[src/rtl/morse_decoder.sv]
// Morse keyer decoder: classifies tap presses into dots/dashes, assembles letters,
// and emits ASCII characters, word spaces and a message-send strobe.
module morse_decoder #(
    parameter int DASH_CYCLES = 25_000_000,
    parameter int LETTER_GAP  = 50_000_000,
    parameter int CNT_W       = 32
) (
    input  logic       cclk,
    input  logic       rstb,
    input  logic       tap,
    input  logic       space,
    input  logic       send,
    output logic       char_valid,
    output logic [7:0] char_data,
    output logic       msg_send,
    output logic [2:0] pend_len
);

    typedef enum logic [1:0] {IDLE, PRESS, GAP, FLUSH} state_t;

    localparam logic [CNT_W-1:0] DASH_LIM = CNT_W'(DASH_CYCLES);
    localparam logic [CNT_W-1:0] GAP_LAST = CNT_W'(LETTER_GAP - 1);

    state_t           state, state_nxt;
    logic [4:0]       sym, sym_nxt;
    logic [2:0]       len, len_nxt;
    logic             ovf, ovf_nxt;
    logic [CNT_W-1:0] press_cnt, press_nxt;
    logic [CNT_W-1:0] gap_cnt, gap_nxt;
    logic             space_q, send_q;
    logic             flush_send, flush_send_nxt;
    logic             cv_nxt, ms_nxt;
    logic [7:0]       cd_nxt;
    logic             space_rise, send_rise, btn_rise;

    function automatic logic [CNT_W-1:0] sat_inc(input logic [CNT_W-1:0] v,
                                                 input logic [CNT_W-1:0] lim);
        return (v >= lim) ? lim : v + CNT_W'(1);
    endfunction

    // Key is {len, sym}; the first element sent sits at bit len-1.
    function automatic logic [7:0] lookup(input logic [2:0] l, input logic [4:0] s,
                                          input logic o);
        logic [7:0] c;
        case ({l, s})
            8'b001_00000: c = 8'h45; // E
            8'b001_00001: c = 8'h54; // T
            8'b010_00000: c = 8'h49; // I
            8'b010_00001: c = 8'h41; // A
            8'b010_00010: c = 8'h4E; // N
            8'b010_00011: c = 8'h4D; // M
            8'b011_00000: c = 8'h53; // S
            8'b011_00001: c = 8'h55; // U
            8'b011_00010: c = 8'h52; // R
            8'b011_00011: c = 8'h57; // W
            8'b011_00100: c = 8'h44; // D
            8'b011_00101: c = 8'h4B; // K
            8'b011_00110: c = 8'h47; // G
            8'b011_00111: c = 8'h4F; // O
            8'b100_00000: c = 8'h48; // H
            8'b100_00001: c = 8'h56; // V
            8'b100_00010: c = 8'h46; // F
            8'b100_00100: c = 8'h4C; // L
            8'b100_00110: c = 8'h50; // P
            8'b100_00111: c = 8'h4A; // J
            8'b100_01000: c = 8'h42; // B
            8'b100_01001: c = 8'h58; // X
            8'b100_01010: c = 8'h43; // C
            8'b100_01011: c = 8'h59; // Y
            8'b100_01100: c = 8'h5A; // Z
            8'b100_01101: c = 8'h51; // Q
            8'b101_00000: c = 8'h35;
            8'b101_00001: c = 8'h34;
            8'b101_00011: c = 8'h33;
            8'b101_00111: c = 8'h32;
            8'b101_01111: c = 8'h31;
            8'b101_10000: c = 8'h36;
            8'b101_11000: c = 8'h37;
            8'b101_11100: c = 8'h38;
            8'b101_11110: c = 8'h39;
            8'b101_11111: c = 8'h30;
            default:      c = 8'h3F;
        endcase
        return o ? 8'h3F : c;
    endfunction

    assign space_rise = space & ~space_q;
    assign send_rise  = send & ~send_q;
    assign btn_rise   = space_rise | send_rise;
    assign pend_len   = len;

    always_comb begin
        state_nxt      = state;
        sym_nxt        = sym;
        len_nxt        = len;
        ovf_nxt        = ovf;
        press_nxt      = press_cnt;
        gap_nxt        = gap_cnt;
        flush_send_nxt = flush_send;
        cv_nxt         = 1'b0;
        ms_nxt         = 1'b0;
        cd_nxt         = char_data;
        case (state)
            IDLE, GAP: begin
                // Button edges win over a simultaneous tap rise or gap timeout.
                if (btn_rise) begin
                    if (len != 3'd0) begin
                        cv_nxt         = 1'b1;
                        cd_nxt         = lookup(len, sym, ovf);
                        flush_send_nxt = send_rise;
                        state_nxt      = FLUSH;
                    end else begin
                        if (send_rise) begin
                            ms_nxt = 1'b1;
                        end else begin
                            cv_nxt = 1'b1;
                            cd_nxt = 8'h20;
                        end
                        state_nxt = IDLE;
                    end
                    sym_nxt = 5'd0;
                    len_nxt = 3'd0;
                    ovf_nxt = 1'b0;
                end else if (tap) begin
                    press_nxt = CNT_W'(1);
                    state_nxt = PRESS;
                end else if (state == GAP) begin
                    if (gap_cnt >= GAP_LAST) begin
                        if (len != 3'd0) begin
                            cv_nxt = 1'b1;
                            cd_nxt = lookup(len, sym, ovf);
                        end
                        sym_nxt   = 5'd0;
                        len_nxt   = 3'd0;
                        ovf_nxt   = 1'b0;
                        state_nxt = IDLE;
                    end else begin
                        gap_nxt = sat_inc(gap_cnt, GAP_LAST);
                    end
                end
            end
            PRESS: begin
                if (tap) begin
                    press_nxt = sat_inc(press_cnt, DASH_LIM);
                end else begin
                    if (len < 3'd5) begin
                        sym_nxt = {sym[3:0], (press_cnt >= DASH_LIM)};
                        len_nxt = len + 3'd1;
                    end else begin
                        ovf_nxt = 1'b1;
                    end
                    gap_nxt   = '0;
                    state_nxt = GAP;
                end
            end
            FLUSH: begin
                if (flush_send) begin
                    ms_nxt = 1'b1;
                end else begin
                    cv_nxt = 1'b1;
                    cd_nxt = 8'h20;
                end
                state_nxt = IDLE;
            end
            default: state_nxt = IDLE;
        endcase
    end

    always_ff @(posedge cclk or negedge rstb) begin
        if (!rstb) begin
            state      <= IDLE;
            sym        <= 5'd0;
            len        <= 3'd0;
            ovf        <= 1'b0;
            press_cnt  <= '0;
            gap_cnt    <= '0;
            space_q    <= 1'b0;
            send_q     <= 1'b0;
            flush_send <= 1'b0;
            char_valid <= 1'b0;
            char_data  <= 8'h00;
            msg_send   <= 1'b0;
        end else begin
            state      <= state_nxt;
            sym        <= sym_nxt;
            len        <= len_nxt;
            ovf        <= ovf_nxt;
            press_cnt  <= press_nxt;
            gap_cnt    <= gap_nxt;
            space_q    <= space;
            send_q     <= send;
            flush_send <= flush_send_nxt;
            char_valid <= cv_nxt;
            char_data  <= cd_nxt;
            msg_send   <= ms_nxt;
        end
    end

endmodule

[config.mk]
export PLATFORM = sky130hd
export DESIGN_NAME = morse_decoder
export DESIGN_NICKNAME = d
export VERILOG_FILES = /design/src/rtl/morse_decoder.sv
export SDC_FILE = /design/constraint.sdc
export NUM_CORES = 1
export LEC_CHECK = 0
export ABC_AREA = 1
export CAP_MARGIN = 0
export CORE_MARGIN = 10
export CORE_UTILIZATION = 56
export DETAILED_ROUTE_END_ITERATION = 10
export PLACE_DENSITY = 0.88
export SYNTH_ARGS = -nofsm -noshare
export SYNTH_HDL_FRONTEND = slang
export SYNTH_SLANG_ARGS = --single-unit
[constraint.sdc]
create_clock -name cclk -period 1.7 [get_ports cclk]
set_clock_uncertainty 0.15 [all_clocks]
set_input_delay 0.255 -clock cclk [delete_from_list [all_inputs] [get_ports cclk]]
set_output_delay 0.255 -clock cclk [all_outputs]
set_load 0.01 [all_outputs]
After elaboration in Yosys (flattened, before gate mapping) --
Cells that the tools add are included.
Cells by class: bitwise gates (word level) 5, reduce and logical (&&, ||, !) cells 12, $add $sub $neg 3, muxes and demuxes 64, eq/ne operators 56, $lt $le $gt $ge 3
Operators with widths (count):
- 32-bit 2-to-1 mux | 9
- 7-bit one-hot mux with 36 select lines | 1
- 8-bit equality test, second input constant | 22
- 32-bit one-hot mux with 2 select lines | 2
- 8-bit by 7-bit equality test with 1-bit output, second input constant | 12
- 8-bit 2-to-1 mux | 9
- 32-bit by 1-bit adder with 32-bit output, second input constant | 2
- 32-bit by 25-bit greater-or-equal comparator with 1-bit output, second input constant | 1
- 32-bit by 26-bit greater-or-equal comparator with 1-bit output, second input constant | 1
- 5-bit 2-to-1 mux | 6
- 2-bit inequality test, second input constant | 10
- 1-bit 2-to-1 mux | 18
- 3-bit 2-to-1 mux | 6
- 6-bit AND reduction | 3
- 8-bit by 6-bit equality test with 1-bit output, second input constant | 2
- 8-bit one-hot mux with 2 select lines | 1
- 3-bit inequality test, second input constant | 5
- 2-bit 2-to-1 mux | 6
- 5-bit one-hot mux with 2 select lines | 1
- 4-bit inequality test, second input constant | 2
- 7-bit AND reduction | 1
- 1-bit one-hot mux with 2 select lines | 3
- 2-bit one-hot mux with 3 select lines | 1
- 3-bit one-hot mux with 2 select lines | 1
- other kinds (13) | 18
Word-level totals: bits in registers 88, output and inout bits 13, word-level logic and storage cells 155, input port bits 5

Logic depth before layout (Yosys ltp) --
depth after elaboration 9, gate-level depth with buffers 13, mapped depth without buffers 12

Worst setup path before layout --
No wires, ideal clock.
kind register -> register, start reg gap_cnt[0], end reg gap_cnt[11], arrival time 1.602 ns, required time 1.433 ns, clock period less this slack 1.868 ns, path buffers 1, cell stages (with the launch flop) 14, setup time 0.117 ns, slack -0.168 ns, cell sequence dfrtp_1 ha_1 nand3_4 nor2_4 nand2_1 nand2_1 nand3_2 nand2_2 nand2_4 nand2_8 inv_4 buf_6 nand2_1 nand2_1
Between the ends: cells in the longest elaborated chain, start to end 6, elaborated cells on any way between the ends 9, classes of those cells add/sub: 1; order compare: 1; eq/ne: 1; mux: 5; reduce/logical: 1
Ends and longest elaborated chain:
- start: declaration | RTL line 29 | logic [CNT_W-1:0] gap_cnt, gap_nxt;
- start signal: assignment | RTL line 189 | gap_cnt <= gap_nxt;
- 32-bit by 1-bit adder with 32-bit output | RTL line 38 | return (v >= lim) ? lim : v + CNT_W'(1);
- 32-bit 2-to-1 mux | RTL line 128 | if (gap_cnt >= GAP_LAST) begin
- 32-bit 2-to-1 mux | RTL line 127 | end else if (state == GAP) begin
- 32-bit 2-to-1 mux | RTL line 124 | end else if (tap) begin
- 32-bit 2-to-1 mux | RTL line 106 | if (btn_rise) begin
- 32-bit one-hot mux with 2 select lines | RTL line 103 | case (state)
Parallel ways exist; a longest one is shown, timed or not. The select of a mux whose other input is x is not followed. A chain may end at the register's enable or synchronous reset.

Worst setup path in the final report --
start reg press_cnt[4], end reg press_cnt[16]
Between the ends: cells in the longest elaborated chain, start to end 4, elaborated cells on any way between the ends 5, classes of those cells add/sub: 1; order compare: 1; mux: 3
Ends and longest elaborated chain:
- start: declaration | RTL line 28 | logic [CNT_W-1:0] press_cnt, press_nxt;
- start signal: assignment | RTL line 188 | press_cnt <= press_nxt;
- 32-bit by 1-bit adder with 32-bit output / 32-bit by 25-bit greater-or-equal comparator with 1-bit output (equally long branches) | RTL line 38
- 32-bit 2-to-1 mux (*) | RTL line 38
- 32-bit 2-to-1 mux (*) | RTL line 143 | if (tap) begin
- 32-bit one-hot mux with 2 select lines (*) | RTL line 103
Mark *: on every way between the ends. The rest lies on a longest branch, timed or not. The select of a mux whose other input is x is not followed.

==> results by group <==
Power
  – Final total power: 0.00946 W
  – P_leak: 4.34 nW
  – Pwr dens: 1100 nW/µm²
  – VDD IR max: between 0.001 and 0.0015 V

Logic synthesis
  – Syn Std Cell Area: 5760 µm²
  – Top_reg_cell synth: dfrtp_1
  – Synth warnings: 0
  – Sequential area share after synthesis: 37.8%
  – Synth Register Bits: 87
  – Synthesized net count: 883
  – EDFF count, synth: 0
  – Mapped Cells: roughly 870
  – Asr flop ratio synth: 100%
  – Number of library cell types mapped by synthesis: 35
  – Avg Cell Area, Syn: 6.60 µm²

Clock tree
  – Worst-path clk slew: around 0.1 ns
  – Num CTS Buffers: 9
  – Clock root buffer master: clkbuf_8
  – CTS H-tree depth: 3
  – CTS Buffer Depth: 2
  – Num Clock Sinks: 87
  – CTS tree: done
  – Worst skew pair latency: 0.40 ns

Routing
  – Vias: 8039
  – DRT antenna net count: 0
  – TritonRoute pass-1 iters: 11
  – DRT iter0 DRCs: around 1700
  – Routed vias/inst: around 6.6
  – Final routed DRC violation total: 2
  – DRT Wirelength: approximately 29000 µm
  – Routed len/inst: 23.7 µm

Cells and area
  – Commonest non-fill, non-tap cells in the layout: nand2_1 (239), buf_4 (173), nor2_1 (101)
  – Fin util: 87.1%
  – Layout cells sized above 1: roughly 38%
  – Ant diodes: 0
  – Fin nets: roughly 1100
  – Area taken by multi-input logic gates: 3810 µm²
  – Register area: 2190 µm²
  – P&R area growth vs syn: 49.9%
  – Post-route cell area: 8630 µm²
  – Commonest non-fill, non-tap cell in the layout: nand2_1
  – Layout fillers: 445

STA
  – Count of final hold-check violations: 0
  – Final Max Slew Viols: 0
  – Setup violators final: 80
  – Final Cycle Share: 150%
  – Worst-margin pin slew: 0.521 ns
  – Relative slew slack: 65.3%
  – Setup TNS: -22.88 ns
  – Minimum clock period: 2.54 ns
  – Max Freq: 0.393 GHz
  – RSZ-0062 raised after global routing: yes
  – Setup ws final: -0.842 ns

Global route
  – Initial antenna violation count: 0
  – GRT Util Overall: 27.5%
  – Vias in the first global route: 6770
  – First-pass GRT wire length: between 30000 and 40000 µm
  – Largest net degree at the start of global routing: 38
  – Congestion Overflow GR: 0

Setup path
  – Slowest CP cell: dfrtp_1
  – Critical path capture point type: flop
  – Crit path largest cell delay: 0.48 ns
  – Crit-path max FO: 3
  – Startpoint type of the worst setup path: flop
  – WP depth: 9
  – Worst path top cell family by delay: simple AND/OR/NAND/NOR gates
  – Worst R2R Path Depth: 9
  – Setup Crit Path Kind: flop to flop
  – Crit-path cells: inv_1 > nor3_4 > nand2_1 > nor2_1 > nand2_1 > nor2_1 > o21ai_1 > nand2_1 > nand2_1
  – CP required: 1.83 ns
  – Most used cell, CP: nand2_1
  – Critical path arrival: 2.68 ns
  – Buffers plus inverters on the worst setup path: 1

Floorplan
  – Die W: roughly 120 µm
  – Die height: roughly 120 µm
  – # IOs: 18
  – Core area: 9910 µm²
  – Initial Util: between 50% and 60%
  – Die ar.: 14700 µm²
  – Site row count: 36

Outcome
  – Outcome: finished, violations left
  – Failing checks: design-rule violations, negative setup slack

Placement
  – Hpwl dp: about 12000 µm
  – Final Wtd Congestion: 1.00
  – PortBufs: 16
  – Cell Area, Placed: ~7200 µm²

Job
  – Max_cap viols: 0

Worst hold path
  – Hold crit path type: input pin to async pin
[state kept, by name (all words and copies together) (netlist names)]
register,cells
sym,5
msg_send,1
send_q,1
state,2
pend_len,3
press_cnt,32
gap_cnt,32
char_data,7
flush_send,1
char_valid,1
space_q,1
ovf,1
[logic make-up (layout without fill, tap and decap cells)]
family	count (synthesis)	in the layout	share of synthesized area [%]
xor+xnor	28	28	4.26
flops	87	87	37.8
other cells	1	1	0.0651
simple gates	556	559	41.0
buf+inv	116	327	8.58
compound gates	80	80	7.21
fa+ha+maj	5	5	1.09
[what timing repair did]
item | 4_1_cts | 5_1_grt
setup endpoints to repair | 89 | 87
gates cloned | 6 | 2
hold buffers | 1 | 0
endpoints found under the hold margin | 33 | 0
setup buffers | 20 | 27
gates resized for setup | 100 | 161
pin swaps | 31 | 55
[path summary, 6_finish.rpt]
path	from	to	slack, ns
hold / removal	rstb	gap_cnt[10]	0.21
max in group asynchronous	rstb	press_cnt[2]	0.57
setup / recovery	press_cnt[4]	press_cnt[16]	-0.84
min in group cclk	space	space_q	0.21
hold reg to reg	char_data[0]	char_data[0]	0.36
setup reg to reg	press_cnt[4]	press_cnt[16]	-0.84
[routing by layer]
| layer | part of all wire [%] | global-route usage, % |
|---|---|---|
| met5 | 0 | 0 |
| met4 | 11 | 15.6 |
| met3 | 14 | 6.84 |
| met2 | 44 | 45.6 |
| met1 | 31 | 31.6 |
[power breakdown]
group | internal (W) | total [W] | switching (W) | leakage, nW
Clock | 0.000870 | 0.00176 | 0.000891 | 0.110
Combinational | 0.00198 | 0.00503 | 0.00304 | 3.07
Sequential | 0.00236 | 0.00267 | 0.000312 | 1.16
Total | 0.00521 | 0.00946 | 0.00425 | 4.34
[area by class of cell]
class | count | area share, %
Clock buffer | 11 | 1.64
Tap cell | 133 | 1.93
Timing Repair inverter | 1 | 0.101
Timing Repair Buffer | 216 | 21.5
Multi-Input combinational cell | 673 | 44.1
Clock inverter | 5 | 0.942
Inverter | 94 | 4.38
Sequential cell | 87 | 25.4
[Yosys cell counts, types with 5 or more instances]
master | n | area, µm²
a21oi_1 | 10 | 50.1
buf_2 | 6 | 30.0
buf_6 | 5 | 56.3
clkbuf_1 | 8 | 30.0
dfrtp_1 | 87 | 2180
ha_1 | 5 | 62.6
inv_1 | 90 | 338
nand2_1 | 300 | 1130
nand3_1 | 71 | 355
nand4_1 | 11 | 68.8
nor2_1 | 131 | 492
nor2_2 | 10 | 62.6
nor3_1 | 16 | 80.1
o21ai_0 | 36 | 180
o21ai_1 | 25 | 125
o22ai_1 | 6 | 37.5
xnor2_1 | 11 | 96.3
xor2_1 | 17 | 149
[per-stage QoR]
| stage | hold WS (ns) | setup slack (ns) | instances |
|---|---|---|---|
| 3_5_place_dp | 0.104 | -0.622 | 1151 |
| 6_report | 0.208 | -0.842 | 1220 |
| 2_1_floorplan | -0.191 | -0.0884 | 873 |
| 4_1_cts | 0.202 | -0.127 | 1193 |
| 3_3_place_gp | 0.0989 | -0.468 | 1151 |
| 5_1_grt | 0.220 | -1.05 | 1220 |
Power figures use the tool's default switching activity.
